$ cat config.mk
export PLATFORM = sky130hd
export DESIGN_NAME = melody_sequencer
export DESIGN_NICKNAME = d
export VERILOG_FILES = /design/src/rtl/melody_sequencer_pkg.sv /design/src/rtl/melody_sequencer_beat_timer.sv /design/src/rtl/melody_sequencer.sv
export SDC_FILE = /design/constraint.sdc
export NUM_CORES = 1
export LEC_CHECK = 0
export ABC_CLOCK_PERIOD_IN_PS = 9100
export CAP_MARGIN = 20
export CORE_MARGIN = 8
export CORE_UTILIZATION = 60
export CTS_BUF_LIST = sky130_fd_sc_hd__clkbuf_4 sky130_fd_sc_hd__clkbuf_8 sky130_fd_sc_hd__clkbuf_16
export DETAILED_ROUTE_END_ITERATION = 6
export GPL_TIMING_DRIVEN = 0
export PLACE_DENSITY_LB_ADDON = 0.3
export SYNTH_ARGS = -nofsm -noshare
export SYNTH_HDL_FRONTEND = slang
export SYNTH_HIERARCHICAL = 1
export SYNTH_SLANG_ARGS = --single-unit
$ cat constraint.sdc
create_clock -name CLK -period 9.1 [get_ports CLK]
set_clock_uncertainty 0.15 [all_clocks]
set_input_delay 1.82 -clock CLK [delete_from_list [all_inputs] [get_ports CLK]]
set_output_delay 1.82 -clock CLK [all_outputs]
set_load 0.1 [all_outputs]
$ cat src/rtl/melody_sequencer_pkg.sv
// Shared definitions for the melody sequencer: FSM state encoding, score
// entry field layout, note-to-key decoding, note length arithmetic and the
// score ROM.
package melody_sequencer_pkg;

    typedef enum logic [1:0] {
        ST_IDLE = 2'd0,
        ST_NOTE = 2'd1,
        ST_GAP  = 2'd2,
        ST_END  = 2'd3
    } state_t;

    // Score entry layout: [7] rest, [6:4] note code, [3:0] beats-1
    localparam int REST_BIT  = 7;
    localparam int CODE_MSB  = 6;
    localparam int CODE_LSB  = 4;
    localparam int BEATS_MSB = 3;
    localparam int BEATS_LSB = 0;

    // 16 beats * 65535 clocks * 4 tempo steps = 4194240 < 2**22
    localparam int TIMER_W   = 22;
    localparam int ROM_DEPTH = 32;

    // Score ROM, listed from index 31 down to index 0.
    // Entries 0..2 are the short test phrase: n0 x2 beats, rest x1, n7 x1.
    localparam logic [ROM_DEPTH-1:0][7:0] SCORE_ROM = {
        8'h07, 8'h80, 8'h61, 8'h51, 8'h41, 8'h31, 8'h21, 8'h11,
        8'h03, 8'h81, 8'h70, 8'h60, 8'h50, 8'h40, 8'h30, 8'h20,
        8'h13, 8'h80, 8'h21, 8'h41, 8'h61, 8'h43, 8'h80, 8'h53,
        8'h41, 8'h31, 8'h21, 8'h11, 8'h03, 8'h70, 8'h80, 8'h01
    };

    // Fetch one score entry
    function automatic logic [7:0] score_entry(input logic [4:0] idx);
        return SCORE_ROM[idx];
    endfunction

    // One-hot key for an entry; rests are silent
    function automatic logic [7:0] note_key(input logic [7:0] entry);
        logic [7:0] key;
        if (entry[REST_BIT]) begin
            key = 8'h00;
        end else begin
            key = 8'h80 >> entry[CODE_MSB:CODE_LSB];
        end
        return key;
    endfunction

    // Note length in clocks: beats * tick_div * (tempo + 1)
    function automatic logic [TIMER_W-1:0] note_cycles(input logic [7:0]  entry,
                                                       input logic [15:0] tick_div,
                                                       input logic [1:0]  tempo);
        logic [TIMER_W-1:0] beats;
        logic [TIMER_W-1:0] ticks;
        logic [TIMER_W-1:0] scale;
        beats = TIMER_W'(entry[BEATS_MSB:BEATS_LSB]) + TIMER_W'(1);
        ticks = TIMER_W'(tick_div);
        scale = TIMER_W'(tempo) + TIMER_W'(1);
        return beats * ticks * scale;
    endfunction

endpackage

$ cat src/rtl/melody_sequencer_beat_timer.sv
// Loadable down-counter shared by note and gap timing. A load of N makes
// expire assert on the N-th clock after the load edge; load wins over expiry
// so back-to-back intervals chain without a dead clock.
module melody_sequencer_beat_timer
    import melody_sequencer_pkg::*;
#(
    parameter int WIDTH = TIMER_W
) (
    input  logic             clk,
    input  logic             rst,
    input  logic             clear,
    input  logic             load,
    input  logic [WIDTH-1:0] load_val,
    output logic             expire
);

    logic [WIDTH-1:0] count_reg;
    logic             running_reg;

    // Count down from load_val-1 to zero, then go idle until reloaded
    always_ff @(posedge clk or posedge rst) begin
        if (rst) begin
            count_reg   <= '0;
            running_reg <= 1'b0;
        end else if (clear) begin
            count_reg   <= '0;
            running_reg <= 1'b0;
        end else if (load) begin
            count_reg   <= load_val - WIDTH'(1);
            running_reg <= 1'b1;
        end else if (running_reg) begin
            if (count_reg == '0) begin
                running_reg <= 1'b0;
            end else begin
                count_reg <= count_reg - WIDTH'(1);
            end
        end
    end

    assign expire = running_reg && (count_reg == '0);

endmodule

$ cat src/rtl/melody_sequencer.sv
// Melody sequencer: plays SONG_LEN score entries as one-hot keys with a
// silent gap between notes. Optional feature macro REPEAT_EN: loop the song
// forever (DONE pulses as playback wraps to entry 0) instead of ending.
module melody_sequencer
    import melody_sequencer_pkg::*;
#(
    parameter int TICK_DIV = 1000,
    parameter int GAP_CYC  = 200,
    parameter int SONG_LEN = 16
) (
    input  logic       CLK,
    input  logic       RESETN,
    input  logic       START,
    input  logic       STOP,
    input  logic [1:0] TEMPO,
    output logic [7:0] KEY,
    output logic       BUSY,
    output logic       DONE,
    output logic [4:0] NOTE_IDX
);

    state_t             state_reg;
    logic               last_entry;
    logic [4:0]         next_idx;
    logic [7:0]         next_entry;
    logic               timer_load;
    logic [TIMER_W-1:0] timer_val;
    logic               timer_expire;
    logic               timer_clear;

    // Index bookkeeping and timer load requests for the upcoming interval
    always_comb begin
        last_entry = (NOTE_IDX == 5'(SONG_LEN - 1));
        next_idx   = last_entry ? 5'd0 : NOTE_IDX + 5'd1;
        next_entry = score_entry(next_idx);
        timer_load = 1'b0;
        timer_val  = '0;
        case (state_reg)
            ST_IDLE: begin
                if (START && !STOP) begin
                    timer_load = 1'b1;
                    timer_val  = note_cycles(score_entry(5'd0), 16'(TICK_DIV), TEMPO);
                end
            end
            ST_NOTE: begin
`ifdef REPEAT_EN
                if (!STOP && timer_expire) begin
`else
                if (!STOP && timer_expire && !last_entry) begin
`endif
                    timer_load = 1'b1;
                    timer_val  = TIMER_W'(GAP_CYC);
                end
            end
            ST_GAP: begin
                if (!STOP && timer_expire) begin
                    timer_load = 1'b1;
                    timer_val  = note_cycles(next_entry, 16'(TICK_DIV), TEMPO);
                end
            end
            default: begin
            end
        endcase
    end

    assign timer_clear = STOP;

    melody_sequencer_beat_timer #(
        .WIDTH(TIMER_W)
    ) beat_timer (
        .clk     (CLK),
        .rst     (RESETN),
        .clear   (timer_clear),
        .load    (timer_load),
        .load_val(timer_val),
        .expire  (timer_expire)
    );

    // Playback FSM with registered key, index, busy and done outputs
    always_ff @(posedge CLK or posedge RESETN) begin
        if (RESETN) begin
            state_reg <= ST_IDLE;
            KEY       <= 8'h00;
            BUSY      <= 1'b0;
            DONE      <= 1'b0;
            NOTE_IDX  <= 5'd0;
        end else begin
            DONE <= 1'b0;
            if (state_reg != ST_IDLE && STOP) begin
                state_reg <= ST_IDLE;
                KEY       <= 8'h00;
                BUSY      <= 1'b0;
                NOTE_IDX  <= 5'd0;
            end else begin
                case (state_reg)
                    ST_IDLE: begin
                        if (START && !STOP) begin
                            state_reg <= ST_NOTE;
                            NOTE_IDX  <= 5'd0;
                            KEY       <= note_key(score_entry(5'd0));
                            BUSY      <= 1'b1;
                        end
                    end
                    ST_NOTE: begin
                        if (timer_expire) begin
                            KEY <= 8'h00;
`ifdef REPEAT_EN
                            state_reg <= ST_GAP;
`else
                            if (last_entry) begin
                                state_reg <= ST_END;
                                DONE      <= 1'b1;
                            end else begin
                                state_reg <= ST_GAP;
                            end
`endif
                        end
                    end
                    ST_GAP: begin
                        if (timer_expire) begin
                            state_reg <= ST_NOTE;
                            NOTE_IDX  <= next_idx;
                            KEY       <= note_key(next_entry);
`ifdef REPEAT_EN
                            DONE      <= last_entry;
`endif
                        end
                    end
                    ST_END: begin
                        state_reg <= ST_IDLE;
                        BUSY      <= 1'b0;
                        NOTE_IDX  <= 5'd0;
                    end
                    default: begin
                        state_reg <= ST_IDLE;
                    end
                endcase
            end
        end
    end

endmodule

Yosys cells after proc, flatten, opt, wreduce, memory -nomap -nowiden
Memory sizes are Yosys's and may differ from the RTL's.
Cells that the tools add are included.
{"block": "totals", "regBits": 40, "rom_bits": 256, "in_bits": 6, "output_inout_bits": 15, "elab_cells": 86, "memories": 1}
{"block": "op_classes", "n_addsub": 5, "mul": 3, "magnitude_cmp": 1, "eq_ne": 8, "shifts": 1, "mux": 41, "reduce_logical": 19}
{"name": "(no name shown)", "words": 32, "width": 8, "rd": 1, "rd_ports_with_merged_regs": 0, "write_ports": 0, "line_no": "melody_sequencer_pkg.sv:35", "source": "return SCORE_ROM[idx];"}
{"op": "$mux W22", "n": 5}
{"op": "$pmux W22 S3", "n": 1}
{"op": "$mux W8", "n": 7}
{"op": "$sub A22 B1 Y22 const B", "n": 2}
{"op": "$pmux W8 S3", "n": 1}
{"op": "$logic_not A22 Y1", "n": 1}
{"op": "$mul A7 B22 Y18 const A", "n": 1}
{"op": "$mux W5", "n": 4}
{"op": "$mux W18", "n": 1}
{"op": "$mul A12 B3 Y15", "n": 1}
{"op": "$pmux W5 S3", "n": 1}
{"op": "$mux W1", "n": 14}
{"op": "$mul A5 B7 Y12 const B", "n": 1}
{"op": "$ne A3 B3 Y1 const B", "n": 3}
{"op": "$mux W2", "n": 4}
{"op": "$pmux W2 S4", "n": 1}
{"op": "$reduce_bool A4 Y1", "n": 2}
{"op": "$shr A8 B3 Y8 const A", "n": 1}
{"op": "$lt A5 B6 Y1 const B", "n": 1}
{"op": "$reduce_and A3 Y1", "n": 2}
{"op": "$reduce_bool A3 Y1", "n": 2}
{"op": "$add A4 B1 Y5 const B", "n": 1}
{"op": "$add A5 B1 Y5 const B", "n": 1}
{"op": "$eq A5 B4 Y1 const B", "n": 1}
{"op": "12 further kinds", "n": 19}

Depth between registers and ports, before layout
Gate-level depths: netlist of the first run.
{"block": "depth", "word_depth": 12, "ltp_mapped": 34, "depth_no_buf": 33}

Cells and area by module
Netlist of the first run, hierarchy kept.
{"module": "melody_sequencer", "n_inst": 1, "cells_each": 438, "area_per_inst_um2": 3518.4, "seq_area_each_um2": 425.4}
{"module": "melody_sequencer_beat_timer", "n_inst": 1, "cells_each": 253, "area_per_inst_um2": 2135.8, "seq_area_each_um2": 575.6}

Worst setup path after synthesis of the first run
Ideal clock, no wire load.
{"block": "synth_timing", "path_kind": "flip-flop to flip-flop", "startpoint": "register NOTE_IDX[0]", "endpoint": "register beat_timer.count_reg[18]", "t_arrival_ps": 8272, "required_time_ps": 8849, "path_slack_ps": 577, "path_stages_with_launch": 31, "n_path_buf": 2, "period_less_slack_ps": 8523, "cell_sequence": "dfrtp_1 ha_1 buf_2 buf_2 nand2_1 o21ai_0 o22ai_1 o2bb2ai_1 ha_1 xor2_1 ha_1 ha_1 fa_1 ha_1 a211oi_1 o21ai_0 xor2_1 nand2_1 fa_1 inv_1 ha_1 a2111oi_0 o21ai_0 nand3_1 o21a_1 o21ai_0 or3b_2 a22o_1 a2111oi_1 a211oi_1 nor4_1"}
{"block": "synth_between", "elab_chain_len": 12, "word_cells_on_any_way": 21, "classes_between": "add/sub (3); mul (2); eq/ne (2); mux (9); reduce/logical (4); memory (1)"}
{"element": "start: declaration", "line_no": "melody_sequencer.sv:19", "source": "output logic [4:0] NOTE_IDX"}
{"element": "start signal: assignment", "line_no": "melody_sequencer.sv:122", "source": "NOTE_IDX <= next_idx;"}
{"element": "$add A5 B1 Y5 or $eq A5 B4 Y1 (tied branches)", "line_no": "melody_sequencer.sv:34, melody_sequencer.sv:33"}
{"element": "$mux W5 (*)", "line_no": "melody_sequencer.sv:34", "source": "next_idx = last_entry ? 5'd0 : NOTE_IDX + 5'd1;"}
{"element": "$mem_v2 Z32 W8 (*)"}
{"element": "$mux W8 (not written as such) (*)", "line_no": "melody_sequencer_pkg.sv:35"}
{"element": "$add A4 B1 Y5 (*)", "line_no": "melody_sequencer_pkg.sv:56", "source": "beats = TIMER_W'(entry[BEATS_MSB:BEATS_LSB]) + TIMER_W'(1);"}
{"element": "$mul A5 B7 Y12 (*)", "line_no": "melody_sequencer_pkg.sv:59", "source": "return beats * ticks * scale;"}
{"element": "$mul A12 B3 Y15 (*)", "line_no": "melody_sequencer_pkg.sv:59"}
{"element": "$mux W18 (*)", "line_no": "melody_sequencer.sv:56", "source": "if (!STOP && timer_expire) begin"}
{"element": "$pmux W22 S3 (*)", "line_no": "melody_sequencer.sv:38", "source": "case (state_reg)"}
{"element": "net timer_val[17]", "line_no": "melody_sequencer.sv:27", "source": "logic [TIMER_W-1:0] timer_val;"}
{"element": "$sub A22 B1 Y22 (*)", "line_no": "melody_sequencer_beat_timer.sv:29", "source": "count_reg <= load_val - WIDTH'(1);"}
{"element": "$mux W22 (*)", "line_no": "melody_sequencer_beat_timer.sv:28", "source": "end else if (load) begin"}
{"element": "$mux W22 (*)", "line_no": "melody_sequencer_beat_timer.sv:25", "source": "end else if (clear) begin"}
{"element": "end signal: assignment", "line_no": "melody_sequencer_beat_timer.sv:29"}
{"element": "end signal: assignment", "line_no": "melody_sequencer_beat_timer.sv:35", "source": "count_reg <= count_reg - WIDTH'(1);"}
{"element": "end: declaration", "line_no": "melody_sequencer_beat_timer.sv:17", "source": "logic [WIDTH-1:0] count_reg;"}
The timed path passes the listed nets; every way through them passes the cells marked *. The select of a mux whose other input is x is not followed.
A chain may end at the register's enable or synchronous reset.

Worst setup path in the final report of the first run
Same ends and word-level chain as after synthesis.

==> results.cfg, run 1 <==
[outcome]
status = complete, no violations

[synthesis]
synth_warnings = 6
ys.flop_type = dfrtp_1
netlist_instances = 691
synth_area_per_cell_um2 = 8.18
seq_area_frac_synth_pct = 17.7
ys_ff_latch = 40
synth_area_leaders = dfrtp_1 18%, ha_1 13%, fa_1 5.3%
synth_cell_types = 91
yosysTopAreaCell = dfrtp_1
async_flop_share_pct = 100
synth_top_area_share_pct = 17.7
mappedNetlistArea_um2 = 5650
synth_edf_count = 0

[clocking]
tritoncts = yes
clk_path_buf_depth = 2
clk_pin_slew_ps = 110
clock_latency_ps = 310
cts_hold_buf = 0
h-tree-depth = 2
cts_made_buffers = 5
root_buffer = clkbuf_8
cts_sinks = 40

[worst_setup_path]
slowest_stage = or3b_2
crit_arrival_ps = 8700
cp-end-kind = flip-flop
critPathMaxStageDelay_ps = 560
crit_path_start_kind = flip-flop
cp_common_cell = ha_1
cp_max_fo = 13
critPathRequiredTime_ps = 9160
crit_type = reg2reg

[detailed_routing]
detail-route-antenna-nets = 0
drt-vias-per-instance = 6.59
drtIter0Drc = 537
first_pass_iters = 5
vias = 5617
wl_um = 15900
wire_per_inst_um = 18.7
route.detailed.drc = 0

[layout]
nNetsFinal = 819
largest_reg_flops = 22
n_fill_cell = 775
final_common_cell = nand2_1
n_antenna_cell = 0
fin_util_pct = 68.2
synthToLayoutAreaGrowth_pct = 11.0
final_cell_mix = 77 x nand2_1, 57 x ha_1, 39 x inv_1
final_cells = 852
drive_above_1_share_pct = 7.29

[power_and_ir_drop]
ir_drop_mv = 0.115
cellLeakagePower_nw = 2.84
power_frac_clock_pct = 15.4
power_frac_comb_pct = 60.5
switching_share_pct = 49.9
p_int_uw = 520
power_frac_seq_pct = 24.2
netSwitchingPower_uw = 517
power_density_nw_per_um2 = 165

[global_route]
grt_pass1_wl_um = 26900
grt_pass1_vias = 5592
grt.total_usage_pct = 24.9
grt_max_degree = 24
antenna_found_initial = 0
grt-ovfl-total = 0

[place]
dp_slack_ps = -193
gp_routability_congestion = 0.990
hpwlAfterDp_um = 12200
numPortBuffers = 20
placed_cells = 840

[sta]
worst_slew_pin_slew_ps = 1110
setup_viol = 0
relSlewSlack_pct = 25.8
period_minus_slack_ps = 8630
fin_hold_ws_ps = 354
finalCritPeriodShare_pct = 94.9
final_max_slew_viol_count = 0
layout_setup_ws_ps = 466
finalSetupTns_ps = 0
rsz0062_at_grt = true
finalHoldViolCount = 0
max_freq_mhz = 116

[job]
drv_cap = 0

[floorplan]
die_y_um = 113
coreArea_um2 = 9200
io_pins = 21
die_width_um = 113
rows = 35
initial_core_util_pct = 61.5
dieArea_um2 = 12800

[worst_hold_path]
hold_class = reg2reg
timing repair:
| action | in CTS | in global routing |
|---|---|---|
| setup endpoints to repair | 3 | 7 |
| pin swaps | 0 | 1 |
| buffers inserted | 0 | 4 |
| gates resized for setup | 3 | 10 |
metrics by stage:
stage                     cell area, um^2  power [mW]
after global routing                 6280        1.10
after global placement               6060       0.814
final                                6280        1.04
after CTS                            6190       0.998
after floorplan                      5720       0.692
after detailed placement             6060       0.832
power by group through the flow:
stage | Clock [mW] | Combinational [mW] | Sequential [mW]
finish | 0.159 | 0.627 | 0.250
detailed placement | 0 | 0.581 | 0.251
CTS | 0.159 | 0.592 | 0.248
global route | 0.167 | 0.680 | 0.255
floorplan | 0 | 0.420 | 0.272
global placement | 0 | 0.565 | 0.249
synth_stat cells, types with 4 or more instances:
library cell and number:
nand2_1 77, ha_1 58, and2_1 9, a21oi_1 29, or3_1 13, a32o_1 7
o2111ai_1 4, inv_1 39, o2111a_1 4, nand4_1 5, nor4_1 11, and4_1 7
nand2b_1 14, and3_1 10, xor2_1 15, clkbuf_1 21, o22ai_1 6, dfrtp_1 40
xnor2_1 16, or4_1 6, nor2b_1 8, o21ai_0 33, o21ai_1 6, a2111oi_0 4
fa_1 15, a211oi_1 11, nor2_1 29, a21o_1 9, o31ai_1 6, or2_2 4
a311oi_1 7, nand3_1 13, a21boi_0 4, nor3_1 29, nor3b_1 7, mux2i_1 17
buf_2 4, o21a_1 4, o211ai_1 8
final timing paths:
kind,from,to,slack [ps],depth (start not counted)
max,NOTE_IDX[0],beat_timer/count_reg[18],470,31
min,KEY[2],KEY[2],350,1
max reg2reg,NOTE_IDX[0],beat_timer/count_reg[18],470,31
min reg2reg,KEY[2],KEY[2],350,1
max in group asynchronous,RESETN,beat_timer/count_reg[3],6260,2
min in group asynchronous,RESETN,state_reg[0],1770,2
worst max-delay path, delay by kind of cell (launching register included):
kind	cells	cell delay (ps)
flops	1	500
compound gates	11	2890
fa+ha+maj	7	2360
buf+inv	5	510
simple gates	7	1800
xor+xnor	1	290
area by class of cell:
| type | instances | area [um^2] | area share [%] |
|---|---|---|---|
| buffer | 29 | 133 | 2.11 |
| clock buffer | 5 | 68.8 | 1.10 |
| clock inverter | 3 | 46.3 | 0.738 |
| inverter | 44 | 168 | 2.67 |
| multi-input combinational | 596 | 4490 | 71.5 |
| sequential | 40 | 1000 | 16.0 |
| tap | 111 | 139 | 2.21 |
| timing repair buffer | 24 | 230 | 3.67 |
layer usage:
metal	GRT usage, %	part of all wire (%)
met1	30.1	42
met2	44.6	50
met3	2.98	5.6
met4	8.61	2.0
met5	0	0
cells by family after synthesis:
logic type | share of synthesized area, %
AND/OR/NAND/NOR | 25.0
AO/OA/AOI/OAI | 25.1
adder cells (fa/ha/maj) | 18.1
buffers and inverters | 5.31
flip-flops | 17.7
XOR/XNOR | 5.09
multiplexers | 3.61
other | 0.0663
Power figures use the tool's default switching activity.
==> inputs of run 2 (changes only) <==
--- a/config.mk
+++ b/config.mk
@@ -10,6 +10,7 @@
 export CORE_MARGIN = 8
 export CORE_UTILIZATION = 60
 export CTS_BUF_LIST = sky130_fd_sc_hd__clkbuf_4 sky130_fd_sc_hd__clkbuf_8 sky130_fd_sc_hd__clkbuf_16
+export CTS_CLUSTER_SIZE = 14
 export DETAILED_ROUTE_END_ITERATION = 6
 export GPL_TIMING_DRIVEN = 0
 export PLACE_DENSITY_LB_ADDON = 0.3
==> results of run 2 <==
No change in the layout: final DEF, timing and power equal those of run 1.
